File: src/rtl/leaf_out_scheduler_if.sv
// Stream/packet interface between user output streams, the scheduler and the BFT side.
interface leaf_out_scheduler_if #(
    parameter int unsigned NUM_OUT_PORTS = 3,
    parameter int unsigned PAYLOAD_BITS  = 32,
    parameter int unsigned PACKET_BITS   = 49
);
    logic [NUM_OUT_PORTS*PAYLOAD_BITS-1:0] din_leaf_user2interface;
    logic [NUM_OUT_PORTS-1:0]              vld_user2interface;
    logic [NUM_OUT_PORTS-1:0]              ack_interface2user;
    logic                                  out_ready;
    logic                                  resend;
    logic [PACKET_BITS-1:0]                dout_pkt;

    // User kernels and BFT side
    modport master (
        output din_leaf_user2interface,
        output vld_user2interface,
        output out_ready,
        output resend,
        input  ack_interface2user,
        input  dout_pkt
    );

    // Scheduler
    modport slave (
        input  din_leaf_user2interface,
        input  vld_user2interface,
        input  out_ready,
        input  resend,
        output ack_interface2user,
        output dout_pkt
    );
endinterface

File: src/rtl/leaf_out_scheduler.sv
// Round-robin, credit-gated scheduler from user output streams onto the leaf packet bus.
module leaf_out_scheduler #(
    parameter int unsigned PACKET_BITS   = 49,
    parameter int unsigned PAYLOAD_BITS  = 32,
    parameter int unsigned NUM_LEAF_BITS = 5,
    parameter int unsigned NUM_PORT_BITS = 4,
    parameter int unsigned NUM_ADDR_BITS = 7,
    parameter int unsigned NUM_OUT_PORTS = 3,
    parameter int unsigned INIT_CREDIT   = 128
) (
    input  logic                                   clk,
    input  logic                                   reset_n,
    leaf_out_scheduler_if.slave                    bus,
    input  logic                                   credit_vld,
    input  logic [2:0]                             credit_port,
    input  logic [NUM_ADDR_BITS:0]                 credit_amt,
    input  logic                                   cfg_wr,
    input  logic [2:0]                             cfg_port,
    input  logic [NUM_LEAF_BITS+NUM_PORT_BITS:0]   cfg_data,
    output logic                                   credit_err
);
    localparam int unsigned CW = NUM_ADDR_BITS + 1;  // credit counter width
    localparam int unsigned SW = CW + 1;             // credit sum width, holds INIT_CREDIT + max return
    localparam int unsigned DW = NUM_LEAF_BITS + NUM_PORT_BITS;

    logic                     enable_q [NUM_OUT_PORTS];
    logic [NUM_LEAF_BITS-1:0] leaf_q   [NUM_OUT_PORTS];
    logic [NUM_PORT_BITS-1:0] dport_q  [NUM_OUT_PORTS];
    logic [NUM_ADDR_BITS-1:0] addr_q   [NUM_OUT_PORTS];
    logic [CW-1:0]            credit_q [NUM_OUT_PORTS];
    logic [CW-1:0]            credit_d [NUM_OUT_PORTS];
    logic [2:0]               rr_ptr_q;

    logic [NUM_OUT_PORTS-1:0] elig_c;
    logic [NUM_OUT_PORTS-1:0] ack_c;
    logic [NUM_OUT_PORTS-1:0] ovf_c;
    logic                     gnt_vld_c;
    logic [2:0]               gnt_idx_c;
    logic [PACKET_BITS-1:0]   pkt_d;
    logic [SW-1:0]            sum_c;

    // Per-port eligibility: enabled, valid and holding at least one credit
    always_comb begin
        for (int i = 0; i < int'(NUM_OUT_PORTS); i++) begin
            elig_c[i] = enable_q[i] & bus.vld_user2interface[i] & (credit_q[i] != '0);
        end
    end

    // First eligible port scanning upward from rr_ptr, wrapping; frozen by resend or backpressure
    always_comb begin
        gnt_vld_c = 1'b0;
        gnt_idx_c = '0;
        if (bus.out_ready && !bus.resend) begin
            for (int k = 0; k < int'(NUM_OUT_PORTS); k++) begin
                for (int i = 0; i < int'(NUM_OUT_PORTS); i++) begin
                    if (!gnt_vld_c && elig_c[i] &&
                        (i == (int'(rr_ptr_q) + k) % int'(NUM_OUT_PORTS))) begin
                        gnt_vld_c = 1'b1;
                        gnt_idx_c = 3'(i);
                    end
                end
            end
        end
    end

    // One-hot ack and the packet for the granted port, using the pre-update dest/addr
    always_comb begin
        ack_c = '0;
        pkt_d = '0;
        for (int i = 0; i < int'(NUM_OUT_PORTS); i++) begin
            ack_c[i] = gnt_vld_c && (gnt_idx_c == 3'(i));
            if (ack_c[i]) begin
                pkt_d = {1'b1, leaf_q[i], dport_q[i], addr_q[i],
                         bus.din_leaf_user2interface[i*PAYLOAD_BITS +: PAYLOAD_BITS]};
            end
        end
    end

    assign bus.ack_interface2user = ack_c;

    // Next credit: current + return - grant, saturating at INIT_CREDIT
    always_comb begin
        sum_c = '0;
        for (int i = 0; i < int'(NUM_OUT_PORTS); i++) begin
            sum_c = SW'(credit_q[i])
                  + ((credit_vld && (credit_port == 3'(i))) ? SW'(credit_amt) : SW'(0))
                  - SW'(ack_c[i]);
            ovf_c[i]    = sum_c > SW'(INIT_CREDIT);
            credit_d[i] = ovf_c[i] ? CW'(INIT_CREDIT) : CW'(sum_c);
        end
    end

    // Per-port credit, address and configuration state
    always_ff @(posedge clk or negedge reset_n) begin
        if (!reset_n) begin
            for (int i = 0; i < int'(NUM_OUT_PORTS); i++) begin
                enable_q[i] <= 1'b0;
                leaf_q[i]   <= '0;
                dport_q[i]  <= '0;
                addr_q[i]   <= '0;
                credit_q[i] <= CW'(INIT_CREDIT);
            end
        end else begin
            for (int i = 0; i < int'(NUM_OUT_PORTS); i++) begin
                credit_q[i] <= credit_d[i];
                if (ack_c[i]) begin
                    addr_q[i] <= addr_q[i] + 1'b1;
                end
                if (cfg_wr && (cfg_port == 3'(i))) begin
                    enable_q[i] <= cfg_data[DW];
                    leaf_q[i]   <= cfg_data[DW-1 -: NUM_LEAF_BITS];
                    dport_q[i]  <= cfg_data[NUM_PORT_BITS-1:0];
                end
            end
        end
    end

    // Round-robin pointer moves past the granted port only on a grant
    always_ff @(posedge clk or negedge reset_n) begin
        if (!reset_n) begin
            rr_ptr_q <= '0;
        end else if (gnt_vld_c) begin
            rr_ptr_q <= (gnt_idx_c == 3'(NUM_OUT_PORTS - 1)) ? 3'd0 : gnt_idx_c + 3'd1;
        end
    end

    // Registered packet output and sticky credit overflow flag
    always_ff @(posedge clk or negedge reset_n) begin
        if (!reset_n) begin
            bus.dout_pkt <= '0;
            credit_err   <= 1'b0;
        end else begin
            bus.dout_pkt <= pkt_d;
            if (|ovf_c) begin
                credit_err <= 1'b1;
            end
        end
    end
endmodule

File: src/flat_wrapper.sv
// flat-port wrapper written by rule: the top's interface ports become plain ports
module leaf_out_scheduler_flat 
#(
    parameter int unsigned PACKET_BITS   = 49,
    parameter int unsigned PAYLOAD_BITS  = 32,
    parameter int unsigned NUM_LEAF_BITS = 5,
    parameter int unsigned NUM_PORT_BITS = 4,
    parameter int unsigned NUM_ADDR_BITS = 7,
    parameter int unsigned NUM_OUT_PORTS = 3,
    parameter int unsigned INIT_CREDIT   = 128
)
  (clk, reset_n, credit_vld, credit_port, credit_amt, cfg_wr, cfg_port, cfg_data, credit_err, bus_din_leaf_user2interface, bus_vld_user2interface, bus_out_ready, bus_resend, bus_ack_interface2user, bus_dout_pkt);
  leaf_out_scheduler_if #(.NUM_OUT_PORTS(NUM_OUT_PORTS), .PAYLOAD_BITS(PAYLOAD_BITS), .PACKET_BITS(PACKET_BITS)) bus_i ();
  input  logic clk;
  input  logic reset_n;
  input  logic credit_vld;
  input  logic [2:0] credit_port;
  input  logic [NUM_ADDR_BITS:0] credit_amt;
  input  logic cfg_wr;
  input  logic [2:0] cfg_port;
  input  logic [NUM_LEAF_BITS+NUM_PORT_BITS:0] cfg_data;
  output logic credit_err;
  input wire logic [$bits(bus_i.din_leaf_user2interface)-1:0] bus_din_leaf_user2interface;
  input wire logic [$bits(bus_i.vld_user2interface)-1:0] bus_vld_user2interface;
  input wire logic [$bits(bus_i.out_ready)-1:0] bus_out_ready;
  input wire logic [$bits(bus_i.resend)-1:0] bus_resend;
  output wire logic [$bits(bus_i.ack_interface2user)-1:0] bus_ack_interface2user;
  output wire logic [$bits(bus_i.dout_pkt)-1:0] bus_dout_pkt;
  assign bus_i.din_leaf_user2interface = bus_din_leaf_user2interface;
  assign bus_i.vld_user2interface = bus_vld_user2interface;
  assign bus_i.out_ready = bus_out_ready;
  assign bus_i.resend = bus_resend;
  assign bus_ack_interface2user = bus_i.ack_interface2user;
  assign bus_dout_pkt = bus_i.dout_pkt;
  leaf_out_scheduler #(.PACKET_BITS(PACKET_BITS), .PAYLOAD_BITS(PAYLOAD_BITS), .NUM_LEAF_BITS(NUM_LEAF_BITS), .NUM_PORT_BITS(NUM_PORT_BITS), .NUM_ADDR_BITS(NUM_ADDR_BITS), .NUM_OUT_PORTS(NUM_OUT_PORTS), .INIT_CREDIT(INIT_CREDIT)) u_core (.clk(clk), .reset_n(reset_n), .bus(bus_i), .credit_vld(credit_vld), .credit_port(credit_port), .credit_amt(credit_amt), .cfg_wr(cfg_wr), .cfg_port(cfg_port), .cfg_data(cfg_data), .credit_err(credit_err));
endmodule
File: config.mk
export PLATFORM = sky130hd
export DESIGN_NAME = leaf_out_scheduler_flat
export DESIGN_NICKNAME = d
export VERILOG_FILES = /design/src/rtl/leaf_out_scheduler_if.sv /design/src/rtl/leaf_out_scheduler.sv /design/src/flat_wrapper.sv
export SDC_FILE = /design/constraint.sdc
export NUM_CORES = 1
export LEC_CHECK = 0
export BUFFER_PORTS_ARGS = -buffer_cell sky130_fd_sc_hd__buf_2
export CAP_MARGIN = 20
export CORE_ASPECT_RATIO = 0.7
export CORE_MARGIN = 2
export CORE_UTILIZATION = 39
export CTS_CLUSTER_DIAMETER = 50
export DETAILED_ROUTE_END_ITERATION = 8
export GPL_ROUTABILITY_DRIVEN = 0
export GPL_TIMING_DRIVEN = 1
export PLACE_DENSITY = 0.6
export REMOVE_ABC_BUFFERS = 1
export SYNTH_ARGS = -nofsm -noshare
export SYNTH_HDL_FRONTEND = slang
export SYNTH_SLANG_ARGS = --single-unit
export TNS_END_PERCENT = 50
File: constraint.sdc
create_clock -name clk -period 11.99 [get_ports clk]
set_input_delay 0.5995 -clock clk [delete_from_list [all_inputs] [get_ports clk]]
set_output_delay 0.5995 -clock clk [all_outputs]
set_load 0.01 [all_outputs]
Word-level counts from Yosys, hierarchy flattened:

Index checks and enable logic that the tools add are counted.

* $add $sub $neg: 12
* div/mod/pow operators: 3
* $lt $le $gt $ge: 3
* equality and inequality tests: 12
* multiplexer cells: 37
* bitwise operators: 6
* reductions and logical operators: 46

Operators with widths (count)
* 49-bit two-way mux: 3
* 2-bit by 32-bit == test with 1-bit output (first input constant): 3
* 3-bit by 32-bit == test with 1-bit output (first input constant): 3
* 32-bit zero test: 3
* 32-bit by 3-bit remainder unit with 32-bit output (second input constant): 2
* 8-bit two-way mux: 6
* 4-bit by 3-bit remainder unit with 32-bit output (second input constant): 1
* 8-bit by 9-bit adder with 9-bit output: 3
* 9-bit by 8-bit greater-than comparator with 1-bit output (second input constant): 3
* 1-bit logical AND: 27
* 9-bit by 1-bit subtractor with 9-bit output: 3
* 8-bit nonzero test: 3
* 7-bit by 1-bit adder with 7-bit output (second input constant): 3
* 1-bit two-way mux: 19
* 2-bit two-way mux: 8
* 1-bit zero test: 9
* 3-bit zero test: 3
* 1-bit bitwise AND: 6
* 3-bit by 1-bit == test with 1-bit output (second input constant): 2
* 3-bit by 2-bit == test with 1-bit output (second input constant): 2
* 3-bit by 1-bit adder with 4-bit output (second input constant): 1
* 3-bit by 2-bit adder with 4-bit output (second input constant): 1
* 3-bit by 1-bit adder with 3-bit output (second input constant): 1
* 3-bit two-way mux: 1
* other kinds (3): 3

* bits in registers: 128

Longest topological paths before layout:

Gate-level depths: netlist of run 1.

* depth in word-level cells: 50
* mapped depth: 35
* depth with buffers taken out: 31

Worst setup path before layout of run 1:

OpenSTA, ideal clock, no wires.

* path kind: flip-flop to flip-flop
* from: register u_core.rr_ptr_q[0]
* to: register u_core.credit_err
* library setup time: 0.139 ns
* arrival: 7.073 ns
* data required time: 11.851 ns
* slack: 4.778 ns
* cell stages (with the launch flop): 35
* clock period less this slack: 7.212 ns
* path through: dfrtp_1 buf_2 inv_1 clkbuf_1 ha_1 ha_1 ha_1 clkbuf_1 and2_1 a2111oi_4 ha_1 nand3b_1 o21bai_1 a221oi_1 a32oi_1 a21oi_1 a31oi_1 o21a_1 buf_2 and3_1 buf_2 ha_1 inv_1 ha_1 inv_1 fa_1 nor2b_1 o21ai_0 a21oi_1 o21ai_0 a21boi_0 nor2_1 o41ai_1 o21ai_0 or4_1

* cells in the longest elaborated chain, start to end: 50

RTL lines
* start: declaration: RTL line leaf_out_scheduler.sv:32 `logic [2:0] rr_ptr_q;`
* start signal: assignment: RTL line leaf_out_scheduler.sv:123 `rr_ptr_q <= (gnt_idx_c == 3'(NUM_OUT_PORTS - 1)) ? 3'd0 : gnt_idx_c + 3'd1;`
* parallel branches: the longest is 46 deep, another holds 32-bit by 3-bit remainder unit with 32-bit output
* 1-bit logical AND *: RTL line leaf_out_scheduler.sv:71 `ack_c[i] = gnt_vld_c && (gnt_idx_c == 3'(i));`
* named net bus_ack_interface2user[0]: RTL line flat_wrapper.sv:27 `output wire logic [$bits(bus_i.ack_interface2user)-1:0] bus_ack_interface2user;`
* 9-bit by 1-bit subtractor with 9-bit output *: RTL line leaf_out_scheduler.sv:87 `- SW'(ack_c[i]);`
* 9-bit by 8-bit greater-than comparator with 1-bit output *: RTL line leaf_out_scheduler.sv:88 `ovf_c[i] = sum_c > SW'(INIT_CREDIT);`
* 3-bit OR reduction *: RTL line leaf_out_scheduler.sv:134 `if (|ovf_c) begin`
* end signal: assignment: RTL line leaf_out_scheduler.sv:131 `credit_err <= 1'b0;`
* end signal: assignment: RTL line leaf_out_scheduler.sv:135 `credit_err <= 1'b1;`
* end: declaration: RTL line leaf_out_scheduler.sv:20 `output logic credit_err`

Mark *: on every way through the listed nets, which the timed path passes. The select of a mux whose other input is x is not followed.
A chain may end at the register's enable or synchronous reset.

Worst setup path after layout of run 1:

* from: register u_core.rr_ptr_q[0]
* to: register u_core.credit_err

* cells in the longest elaborated chain, start to end: 50

RTL lines (RTL line)
* parallel branches: the longest is 49 deep, another holds 32-bit by 3-bit remainder unit with 32-bit output
* 3-bit OR reduction *: leaf_out_scheduler.sv:134

Every way passes the cells marked *. The select of a mux whose other input is x is not followed.

==> results of run 1 <==
-- layout by cell type (no fill, tap or decap), types with 5 or more instances in the layout --
| cell type | count |
|---|---|
| o211ai_1 | 34 |
| buf_2 | 181 |
| dfrtp_1 | 125 |
| nor2b_1 | 5 |
| inv_1 | 102 |
| and3_1 | 8 |
| nand4_1 | 7 |
| clkbuf_16 | 17 |
| nor3_1 | 61 |
| o211a_1 | 6 |
| nand2b_1 | 8 |
| xnor2_1 | 20 |
| nor2_1 | 36 |
| a21o_1 | 7 |
| a31oi_2 | 10 |
| o21ai_0 | 29 |
| a21boi_0 | 6 |
| buf_4 | 8 |
| nor4_1 | 7 |
| nand2_1 | 46 |
| mux2_2 | 31 |
| xor2_1 | 12 |
| nand3_1 | 87 |
| nor3b_1 | 9 |
| a31oi_1 | 42 |
| and2_1 | 9 |
| ha_1 | 70 |
| a21oi_1 | 25 |
-- state kept, by name, summed over array words and instances, names as in the netlist --
signal,count
u_core.credit_q,24
u_core.enable_q,3
u_core.bus.dout_pkt,49
u_core.leaf_q,15
u_core.dport_q,12
u_core.credit_err,1
u_core.addr_q,21
u_core.rr_ptr_q,3
-- final cells by class --
class | count | area [um2]
inverters | 103 | 387
clock inverters | 15 | 193
repair buffers | 191 | 997
clock buffers | 17 | 425
well taps | 282 | 353
fillers | 2059 | 11300
multi-input cells | 642 | 4680
flip-flops and latches | 128 | 3210
-- metal layers --
metal	GRT usage	routed length, um	up-vias
li1	-	-	3628
met2	0.297	9550	195
met5	0	0	-
met3	0.0393	979	22
met1	0.268	10600	3435
met4	0.0536	306	0
-- path summary, 6_finish.rpt --
check                                          end          startpoint  depth (start not counted)
max                              u_core.credit_err  u_core.rr_ptr_q[0]                         31
min                        u_core.bus.dout_pkt[20]             reset_n                          1
max reg2reg                      u_core.credit_err  u_core.rr_ptr_q[0]                         31
min reg2reg                      u_core.addr_q[20]   u_core.addr_q[20]                          1
max in group asynchronous      u_core.credit_q[12]             reset_n                          2
min in group clk                 u_core.leaf_q[13]         cfg_data[7]                          2
-- critical path, delay by kind of cell (launching register included) --
kind	cells	cell delay [ns]
DFF	1	0.81
buffers and inverters	5	1.13
AOI/OAI and AO/OA	13	3.30
adders and majority gates	7	2.32
and+or+nand+nor	6	1.74
-- Yosys cell counts, types with 29 or more instances --
cell type	number	area (um2)
o21ai_0	29	145
ha_1	70	876
nand2_1	46	173
nand3_1	87	435
a31oi_1	42	263
nor3_1	61	305
clkbuf_1	40	150
inv_1	102	383
mux2_2	31	349
o211ai_1	34	255
dfrtp_1	125	3130
nor2_1	37	139
-- cell families after synthesis --
group                      count (synthesis)  synth area share
muxes                                     36            0.0473
buffers and inverters                    162            0.0770
xor gates and xnor gates                  34            0.0368
and+or+nand+nor                          309             0.191
adders and majority gates                 73             0.110
DFF                                      128             0.377
AOI/OAI and AO/OA                        190             0.161
-- metrics by stage --
stage / power [mW] / utilization / hold WS, ns / setup slack [ns] / cells
2_1_floorplan: 1.46 / - / 0.304 / 3.48 / 873
3_3_place_gp: 1.78 / 0.445 / 0.464 / 2.98 / 1344
3_5_place_dp: 1.79 / 0.445 / 0.465 / 2.68 / 1345
4_1_cts: 2.34 / 0.474 / 0.211 / 2.64 / 1377
5_1_grt: 2.52 / 0.475 / 0.231 / 1.54 / 1378
6_report: 2.33 / 0.475 / 0.180 / 2.52 / 1378
-- power groups by stage --
stage | Combinational (mW) | Clock [mW] | Sequential (mW)
final | 1.17 | 0.535 | 0.620
after CTS | 1.17 | 0.548 | 0.619
after global routing | 1.32 | 0.570 | 0.634
after global placement | 1.16 | 0 | 0.624
after detailed placement | 1.16 | 0 | 0.626
after floorplan | 0.822 | 0 | 0.635
==> impl_metrics.ini, run 1 <==
[cells_and_area]
syn_to_final_growth_pct = 20.4
nets = 1285
final_cell_area_um2 = 10200
antennaDiodeCount = 0
drive_above_1_share = 0.259

[power]
p_sw_frac = 0.437
power.switching_mw = 1.02
ir_worst_vdd_mv = 0.186
power_frac_seq = 0.267
power_density_nw_per_um2 = 227
internal-power_mw = 1.31
p_leak_nw = 4.84
pwr-share-clk = 0.230
pwr-share-comb = 0.503

[detailed_routing]
vias = 7280
drcViolationCount = 0
wl_per_cell_um = 15.6
vias_per_cell = 5.28
drt_iter0_drc = 472
totalWireLength_mm = 21.5
first_pass_iters = 5
ant_nets = 0

[sta]
worstMarginPinSlew_ns = 1.09
rsz0062_at_grt = false
fin_crit_sh = 0.790
fin_skew_ns = 0.0181
final_max_slew_viol_count = 0
hold_violations = 0
min_period_ns = 9.47
fmax_mhz = 106
finalSetupViolCount = 0
slew_headroom = 0.271
tns_ns = 0

[grt]
grt_first_pass_wirelength_mm = 35.8
grt-ovfl-total = 0
grtUsageTotal = 0.190
antenna_found_initial = 0
grt_pass1_vias = 7146
grt_max_degree = 85

[yosys]
synthDistinctLibCells = 67
synth_edf_count = 0
yosysWarnings = 0
synthCells = 932
avgSynthCellArea_um2 = 9.13
synthArstFlopShare = 1.00
synthFlopType = dfrtp_1
netlist_area_um2 = 8510
synth-seq-area-share = 0.377
synth_seq_cells = 128

[die]
core_area_um2 = 21600
die_w_um = 181
die-area_um2 = 23000
std_cell_rows = 45
dieHeight_um = 128
initial_core_util = 0.395
io_pins = 182

[setup_path]
required_ns = 12.28
critPathLaunchType = flop
reg2reg_slack_ns = 2.52
critical_path_arrival_ns = 9.76
critical_path.max_stage_delay_ns = 0.81
critPathKind = flop to flop
cpMaxStageDelayCell = dfrtp_1
crit_fanout = 54
crit_top_cell = ha_1
end_kind = flop

[clocking]
post-cts-setup-buffers = 0
clk_pin_slew_ns = 0.07
cts_root_buf = clkbuf_16
h-tree-depth = 4
clock_latency_ns = 0.43
cts_resized = 0
numCtsBuffers = 17
holdBufCountCts = 0
cts_tree = done
cts_buffer_depth = 2
cts_sinks = 128

[placement]
portBuffers = 181
placed_area_um2 = 9610
place_hpwl_mm = 15.4

[outcome]
status = complete, no violations

[hold_path]
hold_path_class = input pin to asynchronous set/reset pin

[flow_run]
max_cap_viol_count = 0
Power figures use the tool's default switching activity.
==> run 2: changes to the inputs <==
Settings changed: ABC_AREA set to 1.
Clock period 11.99 ns to 9.77 ns, I/O delays scaled along.
==> run 2 against run 1 <==
Fmax up 30%. Total power up 30%. Clock skew down 0.0093 ns. Critical path depth up 8. Worst setup slack worse by 0.045 ns. Critical path type unchanged. Critical endpoint is now u_core.credit_q[20].
==> impl_metrics.ini, run 2 <==
[power]
p_sw_frac = 0.455
p_leak_nw = 5.83
pwr-share-comb = 0.545
pwr-share-clk = 0.215
power.switching_mw = 1.37
internal-power_mw = 1.64
power_density_nw_per_um2 = 290
power_frac_seq = 0.240
ir_worst_vdd_mv = 0.187

[grt]
grt-ovfl-total = 0
grtUsageTotal = 0.196
grt_max_degree = 89
grt_first_pass_wirelength_mm = 36.7
grt_pass1_vias = 7276
antenna_found_initial = 0

[clocking]
cts_resized = 0
clock_latency_ns = 0.43
cts_sinks = 128
post-cts-setup-buffers = 0
cts_buffer_depth = 2
clk_pin_slew_ns = 0.06
cts_root_buf = clkbuf_16
cts_tree = done
h-tree-depth = 4
numCtsBuffers = 17
holdBufCountCts = 0

[yosys]
synth_common_cells = 219 x nand2_1, 209 x inv_1, 142 x nand3_1, 125 x dfrtp_1, 112 x nor2_1
synth_seq_cells = 128
yosysWarnings = 0
synthCells = 1168
synth-seq-area-share = 0.369
synthArstFlopShare = 1.00
synth.most_common_cell = nand2_1
synth_top_area_cell = dfrtp_1
yosysTopAreaCellShare = 0.360
synthFlopType = dfrtp_1
avgSynthCellArea_um2 = 7.44
netlist_area_um2 = 8690
yosys-top-cells-area = dfrtp_1 36%, ha_1 10%, nand2_1 9.5%
synthDistinctLibCells = 40
synth_edf_count = 0

[detailed_routing]
vias_per_cell = 4.82
drcViolationCount = 0
wl_met3_mm = 1.03
vias = 7830
wl_met1_mm = 11.3
drt_iter0_drc = 437
wl_met2_mm = 9.68
top_layer = met4
ant_nets = 0
wl_per_cell_um = 13.7
first_pass_iters = 5
totalWireLength_mm = 22.3

[cells_and_area]
syn_to_final_growth_pct = 19.6
top_register = u_core.bus.dout_pkt
nets = 1534
drive_above_1_share = 0.198
final_cell_mix = 219 x nand2_1, 209 x inv_1, 180 x buf_2, 142 x nand3_1, 125 x dfrtp_1
largest_reg_flops = 49
final_core_util = 0.477
final_cell_area_um2 = 10400
top_regs = u_core.bus.dout_pkt: 49 flops, u_core.credit_q: 24 flops, u_core.addr_q: 21 flops
final_common_cell = nand2_1
antennaDiodeCount = 0

[sta]
worstMarginPinSlew_ns = 1.02
fin_skew_ns = 0.00882
fin_crit_sh = 0.747
min_period_ns = 7.30
final_max_slew_viol_count = 0
slew_headroom = 0.319
hold_violations = 0
tns_ns = 0
finalSetupViolCount = 0
rsz0062_at_grt = false
fmax_mhz = 137

[setup_path]
worst-path-stages = 39
critPathKind = flop to flop
crit_top_cell = inv_1
critical_path.max_stage_delay_ns = 0.60
required_ns = 10.12
critPathLaunchType = flop
critical_path_arrival_ns = 7.65
crit_fanout = 12
path_buf_inv = 8
cpMaxStageDelayCell = dfrtp_1
end_kind = flop
r2r_cells = 39
critical-path-top-delay-family = adder cells

[outcome]
status = complete, no violations

[hold_path]
hold_path_class = input pin to asynchronous set/reset pin

[placement]
portBuffers = 181
place_hpwl_mm = 16.0
placed_area_um2 = 9770

[flow_run]
max_cap_viol_count = 0

[die]
std_cell_rows = 45
core_area_um2 = 21800
dieHeight_um = 129
die-area_um2 = 23500
initial_core_util = 0.399
io_pins = 182
die_w_um = 182
## run 2: cell types whose count changed in the layout (fill, tap and decap cells not counted), sizes merged, moves of 23 or more
cell,before,now
inv,111,219
nor2,37,117
nor3,61,2
nand3,87,153
a21oi,26,76
nand2,46,230
a31oi,52,0
o21ai,30,53
mux2,34,0
o211ai,34,2
## run 2: area by class of cell
| type | instances | area [um2] |
|---|---|---|
| fill | 2163 | 11400 |
| multi-input combinational | 781 | 4440 |
| sequential | 128 | 3210 |
| timing repair buffer | 187 | 990 |
| inverter | 217 | 815 |
| clock buffer | 19 | 433 |
| tap | 282 | 353 |
| clock inverter | 12 | 159 |
## run 2: worst reg2reg max path, delay by kind of cell, from the launching register on
family	cells	cell delay (ns)
compound gates	7	1.51
fa+ha+maj	7	2.01
xor+xnor	1	0.12
simple gates	16	1.96
buf+inv	8	1.05
flops	1	0.60
## run 2: logic make-up (layout without fill, tap and decap cells)
family | Yosys count | after routing | synth area share
XOR/XNOR | 37 | 37 | 0.0373
AND/OR/NAND/NOR | 527 | 527 | 0.272
adder cells (fa/ha/maj) | 73 | 73 | 0.108
flip-flops | 128 | 128 | 0.369
AO/OA/AOI/OAI | 144 | 144 | 0.0918
buffers and inverters | 259 | 435 | 0.122
## run 2: worst paths after layout
kind                                                 startpoint                 endpoint  slack (ns)
worst max register to register               u_core.rr_ptr_q[0]      u_core.credit_q[20]        2.47
min in group clk                bus_din_leaf_user2interface[68]   u_core.bus.dout_pkt[4]        0.31
worst max-delay path                         u_core.rr_ptr_q[0]      u_core.credit_q[20]        2.47
max in group asynchronous                               reset_n      u_core.credit_q[23]        8.78
worst min-delay path                                    reset_n  u_core.bus.dout_pkt[27]        0.01
worst min register to register                u_core.addr_q[13]        u_core.addr_q[13]        0.47
## run 2: power by group through the flow
| stage | logic, mW | registers (mW) | clock network (mW) |
|---|---|---|---|
| floorplan | 1.21 | 0.741 | 0 |
| global placement | 1.61 | 0.729 | 0 |
| detailed placement | 1.62 | 0.731 | 0 |
| CTS | 1.64 | 0.723 | 0.664 |
| global route | 1.90 | 0.738 | 0.691 |
| finish | 1.64 | 0.723 | 0.649 |
## run 2: metrics by stage
stage          hold slack [ns]  cells  power (mW)  setup slack, ns
6_report                0.0115   1626        3.02             2.47
5_1_grt                 0.0367   1626        3.33             1.71
4_1_cts                 0.0184   1625        3.03             2.51
3_5_place_dp             0.462   1594        2.35             2.52
3_3_place_gp             0.459   1593        2.34             2.77
2_1_floorplan            0.193   1126        1.95             2.75
## run 2: layer usage
| layer | vias to the layer above | global-route usage |
|---|---|---|
| li1 | 4019 | - |
| met1 | 3616 | 0.293 |
| met2 | 176 | 0.282 |
| met3 | 19 | 0.0413 |
| met4 | 0 | 0.0617 |
| met5 | - | 0 |
